[src/rtl/fifo_rd_pkg.sv]
// fifo_rd_pkg
//   Shared types and helpers for the FIFO burst-read controller.
//   - rd_state_e     : controller FSM state (IDLE, READ)
//   - OBUF_DEPTH_DEF : default depth of the output buffer
//   - level_t        : 9-bit FIFO fill level (0..256)
//   - fifo_level()   : fill level from the FIFO full flag and usedw
//   Optional feature macro used by the top: FIFO_RD_TIMEOUT_EN.
package fifo_rd_pkg;

   typedef enum logic {
      IDLE = 1'b0,
      READ = 1'b1
   } rd_state_e;

   localparam int OBUF_DEPTH_DEF = 4;

   typedef logic [8:0] level_t;

   // usedw wraps to 0 when the 256-entry FIFO is full, so the full flag
   // supplies the ninth bit.
   function automatic level_t fifo_level(input logic full, input logic [7:0] usedw);
      return full ? 9'd256 : {1'b0, usedw};
   endfunction

endpackage

[src/rtl/rd_skid_buf.sv]
// rd_skid_buf
//   Small circular buffer between the FIFO read port and the output stream.
//   The head entry is presented on registered outputs (head_valid/head_data).
//   Ports:
//     clk, rst_n  : clock, asynchronous active-low reset
//     push        : write push_data at the tail this cycle
//     push_data   : data to write
//     pop         : consumer accepts the head (ignored when head_valid=0)
//     occ         : number of stored entries, head included
//     head_valid  : registered, high when occ != 0
//     head_data   : registered head entry
//   Handshake: the head leaves the buffer on a cycle with head_valid && pop;
//   head_data is unchanged while head_valid && !pop. push must not be issued
//   when the buffer is full (the caller's credit logic prevents it).
module rd_skid_buf #(
   parameter int DATA_W = 8,
   parameter int DEPTH  = 4
) (
   input  logic                     clk,
   input  logic                     rst_n,
   input  logic                     push,
   input  logic [DATA_W-1:0]        push_data,
   input  logic                     pop,
   output logic [$clog2(DEPTH):0]   occ,
   output logic                     head_valid,
   output logic [DATA_W-1:0]        head_data
);

   localparam int PW = $clog2(DEPTH);
   localparam int OW = PW + 1;

   logic [DATA_W-1:0] mem [DEPTH];
   logic [PW-1:0]     wr_ptr;
   logic [PW-1:0]     rd_ptr;
   logic [PW-1:0]     rd_ptr_nxt;
   logic [OW-1:0]     occ_nxt;
   logic [DATA_W-1:0] head_nxt;
   logic              do_pop;

   assign do_pop = pop && head_valid;

   always_comb begin
      rd_ptr_nxt = do_pop ? rd_ptr + 1'b1 : rd_ptr;
      occ_nxt    = occ + OW'(push) - OW'(do_pop);
      // When the new head is the entry being written right now, bypass the
      // array so the output register sees it in the same cycle.
      if (push && (wr_ptr == rd_ptr_nxt)) begin
         head_nxt = push_data;
      end else begin
         head_nxt = mem[rd_ptr_nxt];
      end
   end

   always_ff @(posedge clk) begin
      if (push) begin
         mem[wr_ptr] <= push_data;
      end
   end

   always_ff @(posedge clk or negedge rst_n) begin
      if (!rst_n) begin
         wr_ptr     <= '0;
         rd_ptr     <= '0;
         occ        <= '0;
         head_valid <= 1'b0;
         head_data  <= '0;
      end else begin
         if (push) begin
            wr_ptr <= wr_ptr + 1'b1;
         end
         rd_ptr     <= rd_ptr_nxt;
         occ        <= occ_nxt;
         head_valid <= (occ_nxt != '0);
         if (occ_nxt != '0) begin
            head_data <= head_nxt;
         end
      end
   end

endmodule

[src/rtl/fifo_burst_rd.sv]
// fifo_burst_rd
//   Read-side controller for a 256x8 single-clock FIFO (normal mode,
//   1-cycle read latency). Waits until the fill level reaches BURST_LEN,
//   then drains BURST_LEN words and streams them out on m_data/m_valid.
//   Optional macro FIFO_RD_TIMEOUT_EN: a residue below the threshold that
//   sits untouched for TIMEOUT_CYC cycles is drained as a partial burst.
//   Ports:
//     sys_clk, sys_rst_n : clock, asynchronous active-low reset
//     fifo_q             : FIFO read data, valid the cycle after fifo_rdreq
//     fifo_empty         : FIFO empty flag
//     fifo_full          : FIFO full flag
//     fifo_usedw         : FIFO fill count (wraps to 0 when full)
//     fifo_rdreq         : FIFO read request (combinational)
//     m_data, m_valid    : output stream, registered
//     m_ready            : output stream ready
//     busy               : high while the FSM is in READ (state visibility)
//     burst_cnt          : reads issued in the current burst
//   Handshake: a word moves on every cycle with m_valid && m_ready; while
//   m_valid && !m_ready, m_valid stays high and m_data is held.
module fifo_burst_rd
   import fifo_rd_pkg::*;
#(
   parameter int DATA_W     = 8,
   parameter int USEDW_W    = 8,
   parameter int BURST_LEN  = 128,
   parameter int OBUF_DEPTH = OBUF_DEPTH_DEF
`ifdef FIFO_RD_TIMEOUT_EN
   ,
   parameter int TIMEOUT_CYC = 1024
`endif
) (
   input  logic               sys_clk,
   input  logic               sys_rst_n,
   input  logic [DATA_W-1:0]  fifo_q,
   input  logic               fifo_empty,
   input  logic               fifo_full,
   input  logic [USEDW_W-1:0] fifo_usedw,
   output logic               fifo_rdreq,
   output logic [DATA_W-1:0]  m_data,
   output logic               m_valid,
   input  logic               m_ready,
   output logic               busy,
   output logic [8:0]         burst_cnt
);

   localparam int     OW         = $clog2(OBUF_DEPTH) + 1;
   localparam level_t BLEN       = level_t'(BURST_LEN);
   localparam logic [OW:0] CREDIT_MAX = (OW + 1)'(OBUF_DEPTH - 2);

   rd_state_e     state;
   rd_state_e     state_nxt;
   level_t        level;
   level_t        blen;
   logic          inflight;
   logic [OW-1:0] occ;
   logic [OW:0]   committed;
   logic          credit_ok;
   logic          start_full;

   assign level     = fifo_level(fifo_full, fifo_usedw);
   assign busy      = (state == READ);

   // A word already requested (inflight) will land in the buffer next cycle,
   // so it counts against the space just like a stored word.
   assign committed = {1'b0, occ} + {{OW{1'b0}}, inflight};
   assign credit_ok = (committed <= CREDIT_MAX);

`ifdef FIFO_RD_TIMEOUT_EN
   localparam logic [15:0] TO_LIM = 16'(TIMEOUT_CYC);

   logic [15:0] idle_cnt;
   level_t      blen_q;
   logic        residue;
   logic        timeout_hit;

   assign blen        = blen_q;
   assign residue     = (state == IDLE) && (level != '0) && (level < BLEN);
   assign timeout_hit = residue && (idle_cnt == TO_LIM);
`else
   assign blen = BLEN;
`endif

   always_comb begin
      state_nxt  = state;
      start_full = 1'b0;
      fifo_rdreq = 1'b0;
      case (state)
         IDLE: begin
            if (level >= BLEN) begin
               state_nxt  = READ;
               start_full = 1'b1;
            end
`ifdef FIFO_RD_TIMEOUT_EN
            else if (timeout_hit) begin
               state_nxt = READ;
            end
`endif
         end
         READ: begin
            fifo_rdreq = !fifo_empty && (burst_cnt < blen) && credit_ok;
            // Leave on the cycle the last read of the burst is issued.
            if (fifo_rdreq && (burst_cnt == blen - 9'd1)) begin
               state_nxt = IDLE;
            end
         end
         default: state_nxt = IDLE;
      endcase
   end

   always_ff @(posedge sys_clk or negedge sys_rst_n) begin
      if (!sys_rst_n) begin
         state     <= IDLE;
         inflight  <= 1'b0;
         burst_cnt <= '0;
      end else begin
         state    <= state_nxt;
         inflight <= fifo_rdreq;
         if ((state == IDLE) && (state_nxt == READ)) begin
            burst_cnt <= '0;
         end else if (fifo_rdreq) begin
            burst_cnt <= burst_cnt + 9'd1;
         end
      end
   end

`ifdef FIFO_RD_TIMEOUT_EN
   always_ff @(posedge sys_clk or negedge sys_rst_n) begin
      if (!sys_rst_n) begin
         idle_cnt <= '0;
         blen_q   <= BLEN;
      end else begin
         if (residue && !timeout_hit) begin
            idle_cnt <= idle_cnt + 16'd1;
         end else begin
            idle_cnt <= '0;
         end
         // A partial burst drains exactly the level seen when it started.
         if (start_full) begin
            blen_q <= BLEN;
         end else if (timeout_hit) begin
            blen_q <= level;
         end
      end
   end
`endif

   rd_skid_buf #(
      .DATA_W (DATA_W),
      .DEPTH  (OBUF_DEPTH)
   ) u_obuf (
      .clk        (sys_clk),
      .rst_n      (sys_rst_n),
      .push       (inflight),
      .push_data  (fifo_q),
      .pop        (m_ready),
      .occ        (occ),
      .head_valid (m_valid),
      .head_data  (m_data)
   );

endmodule
[config.mk]
export PLATFORM = sky130hd
export DESIGN_NAME = fifo_burst_rd
export DESIGN_NICKNAME = d
export VERILOG_FILES = /design/src/rtl/fifo_rd_pkg.sv /design/src/rtl/rd_skid_buf.sv /design/src/rtl/fifo_burst_rd.sv
export SDC_FILE = /design/constraint.sdc
export NUM_CORES = 1
export LEC_CHECK = 0
export ABC_AREA = 1
export ABC_CLOCK_PERIOD_IN_PS = 6500
export CORE_MARGIN = 4
export CORE_UTILIZATION = 45
export CTS_CLUSTER_DIAMETER = 40
export DETAILED_ROUTE_END_ITERATION = 8
export DONT_BUFFER_PORTS = 1
export PLACE_DENSITY_LB_ADDON = 0.08
export SLEW_MARGIN = 20
export SYNTH_ARGS = -nofsm -noshare
export SYNTH_HDL_FRONTEND = slang
export SYNTH_SLANG_ARGS = --single-unit
[constraint.sdc]
create_clock -name sys_clk -period 6.5 [get_ports sys_clk]
set_clock_uncertainty 0.05 [all_clocks]
set_input_delay 1.3 -clock sys_clk [delete_from_list [all_inputs] [get_ports sys_clk]]
set_output_delay 1.3 -clock sys_clk [all_outputs]
set_load 0.05 [all_outputs]
==> metrics.md <==
| Metric | Value |
|---|---|
| Outcome | finished clean |
| Clk sinks | 59 |
| Busiest grt layer | met2 |
| Sequential fraction of the synthesis area | 0.586 |
| Max VDD drop | 0.000304 V |
| Final Setup Violations | 0 |
| Proportion of layout cells with a drive suffix above 1 | 0.104 |
| CP Launch Type | register |
| Area leader, netlist | edfxtp_1 |
| Ant. Diodes | 0 |
| Hold Vio Cnt, Final | 0 |
| Initial antenna violation count | 0 |
| Vias post-DR | 1890 |
| Post-CTS sizing | 0 |
| Slowest CP cell | dfrtp_1 |
| # DRC | 0 |
| WL/cell | 16.5 um |
| Met1 usage | 0.250 |
| Reg2reg end | u_obuf.head_data[4] |
| Crit path max fanout | 10 |
| Crit-path max cell delay | 520 ps |
| Slew @ Worst Pin | 684 ps |
| IO Port Bufs | 0 |
| FF+latch count, synth | 59 |
| Max cap viols | 0 |
| Hold Crit Class | reg2reg |
| Initial Util | 0.469 |
| Compound-Gate Fraction of Synth Area | 0.0125 |
| Grt met3 use | 0.0494 |
| Synth Area in Simple Gates | 0.270 |
| First-pass GRT wire length | 9980 um |
| Final Cycle Share | 0.572 |
| RSZ-0062 raised after global routing | no |
| Worst Path Required | 5150 ps |
| Critical Path, Cell by Cell | ha_1 > ha_1 > xnor2_1 > nand2_1 > nor3_2 > buf_4 |
| Synth Area in XOR/XNOR | 0.0282 |
| Post-Place Cells | 347 |
| Asr flop ratio synth | 0.458 |
| Top cells by area, synth | edfxtp_1 (34%), dfrtp_1 (24%), nand3_1 (11%), nand2_1 (9.3%), ha_1 (4.5%) |
| Area of the multi-input gates | 1010 sq um |
| Synth cell count leaders | nand2_1 (69), nand3_1 (61), edfxtp_1 (32) |
| CP most frequent cell | ha_1 |
| Top Ports | 41 |
| EDFF count, synth | 32 |
| Placed Area | 2870 sq um |
| Synth unique cells | 27 |
| H-tree depth | 3 |
| Place WS | 2800 ps |
| Worst Hold End | u_obuf.wr_ptr[0] |
| Syn_nets | 308 |
| First-pass detailed-route iteration total | 4 |
| Syn Std Cell Area | 2790 sq um |
| Hold Path Stages | 1 |
| GR Util met2 | 0.265 |
| Num CTS Buffers | 9 |
| Sequential cell area | 1640 sq um |
| Fill count | 558 |
| Worst EP arrival | 2370 ps |
| Die Y | 86.8 um |
| Design area | 3050 sq um |
| Detailed Route Iter0 Violations | 87 |
| Detailed Place HPWL | 4040 um |
| Clock tree root driver cell | clkbuf_8 |
| FP Rows | 28 |
| Layout area overhead | 9.14% |
| Fraction of the mapped netlist area in adder cells | 0.0519 |
| GRT overflow | 0 |
| Worst R2R Setup Slack | 3390 ps |
| Die area | 7530 sq um |
| CTS Hold Bufs | 0 |
| Setup Fix Bufs, Post-CTS | 0 |
| PD cells | 518 nW/um^2 |
| Syn Area/Cell | 10.1 sq um |
| Cell family with most CP delay | simple AND/OR/NAND/NOR gates |
| Fin cells | 363 |
| Routability cong. | 0.769 |
| Crit path time final | 3720 ps |
| Worst Reg2Reg Path Length in Cells | 10 |
| Largest net degree at the start of global routing | 28 |
| Fmax | 269 MHz |
| Die width | 86.8 um |
| Count leader, synth | nand2_1 |
| Reg2reg start | u_obuf.head_valid |
| Kind of critical path | reg2out |
| TritonCTS clock tree | done |
| Worst-skew pair later-pin latency | 330 ps |
| Number of global-route vias before repair | 1903 |
| Clock transition at path regs | 60 ps |
| Slew Limit Fails | 0 |
| Multiplexer share of the synthesized area | 0 |
| Vias per cell | 5.21 |
| Hold Startpoint | u_obuf.wr_ptr[0] |
| Final #Nets | 315 |
| Routed Antenna Nets | 0 |
| Synth top area share | 0.344 |
| CORE AREA | 5960 sq um |
| Maximum root-to-sink buffer count | 2 |
| Total track usage | 0.180 |
| Lkg Pwr | 0.00141 uW |
| Most used flip-flop cell after synthesis | edfxtp_1 |
| Setup crit end kind | primary output |
| Yosys Warn Count | 0 |
| Largest family of logic cells by synthesized area | simple AND/OR/NAND/NOR gates |
| Final worst setup slack | 2780 ps |
| Setup tns final | 0 ps |
| Detailed-route wire length | 5980 um |
| CP Buf/Inv Count | 1 |
| Slew HR | 0.541 |
| Post-layout util | 0.512 |
| Synthesized netlist cell count | 276 |
-- per-layer routing --
metal  vias to the layer above  part of all wire
li1                        944                 -
met1                       895              0.45
met2                        46              0.48
met3                         5             0.061
met4                         0             0.011
met5                         -                 0
-- placed cells by master (no fill, tap or decap), types with 2 or more instances in the layout --
master / netlist / layout
nor2_1: 8 / 8
nor3_1: 3 / 3
inv_2: 2 / 2
clkbuf_8: 0 / 12
nor3_2: 2 / 2
clkbuf_1: 0 / 2
nand3_1: 61 / 61
o21ai_0: 4 / 4
nand2_1: 69 / 69
xnor2_1: 2 / 2
xor2_1: 7 / 7
inv_1: 27 / 27
nand4_1: 2 / 2
dfrtp_1: 27 / 27
edfxtp_1: 32 / 32
nand2_2: 3 / 3
nand2_4: 4 / 4
clkinv_2: 1 / 3
ha_1: 10 / 10
-- worst max-delay path by stage --
| stage | from | end | depth (start not counted) |
|---|---|---|---|
| 2_1_floorplan | fifo_empty | fifo_rdreq | 3 |
| 3_3_place_gp | m_ready | u_obuf.head_data[4] | 11 |
| 3_5_place_dp | m_ready | u_obuf.head_data[4] | 11 |
| 4_1_cts | inflight | fifo_rdreq | 6 |
| 5_1_grt | inflight | fifo_rdreq | 6 |
| 6_report | inflight | fifo_rdreq | 6 |
-- flip-flops by register name, summed over array words and instances, names as in the netlist --
| signal | cells |
|---|---|
| u_obuf.wr_ptr | 2 |
| u_obuf.head_data | 8 |
| u_obuf.head_valid | 1 |
| inflight | 1 |
| u_obuf.occ | 3 |
| u_obuf.mem | 32 |
| u_obuf.rd_ptr | 2 |
| busy | 1 |
| burst_cnt | 9 |
-- through the flow --
| step | hold slack, ps | total power [uW] |
|---|---|---|
| floorplan | 491 | 1140 |
| global placement | 553 | 1280 |
| detailed placement | 548 | 1290 |
| CTS | 563 | 1600 |
| global route | 580 | 1710 |
| finish | 572 | 1580 |
-- worst reg2reg max path, cell delays in order, from the launching register on --
cell,delay [ps]
dfrtp_1,730
nand2_2,150
inv_1,90
ha_1,220
inv_1,60
ha_1,150
fa_1,440
nor3_2,610
inv_2,240
nand3_1,200
nand2_1,70
-- where the power goes --
group / internal [uW] / total (uW) / switching (uW)
logic: 176 / 551 / 375
registers: 494 / 723 / 230
clock network: 169 / 306 / 137
-- final cells by class --
cell class                      count  share of cell area
Clock inverter                      2             0.00328
Sequential cell                    59               0.537
Clock buffer                       14              0.0566
Timing Repair Buffer                1             0.00246
Multi-Input combinational cell    182               0.333
Tap cell                           75              0.0308
Inverter                           30              0.0373
-- cells by family (layout without fill, tap and decap cells) --
kind of cell               after synthesis  in the layout
AOI/OAI and AO/OA                        6              6
xor gates and xnor gates                 9              9
adders and majority gates               11             11
buffers and inverters                   35             47
DFF                                     59             59
and+or+nand+nor                        156            156
(Power assumes the default switching activity.)
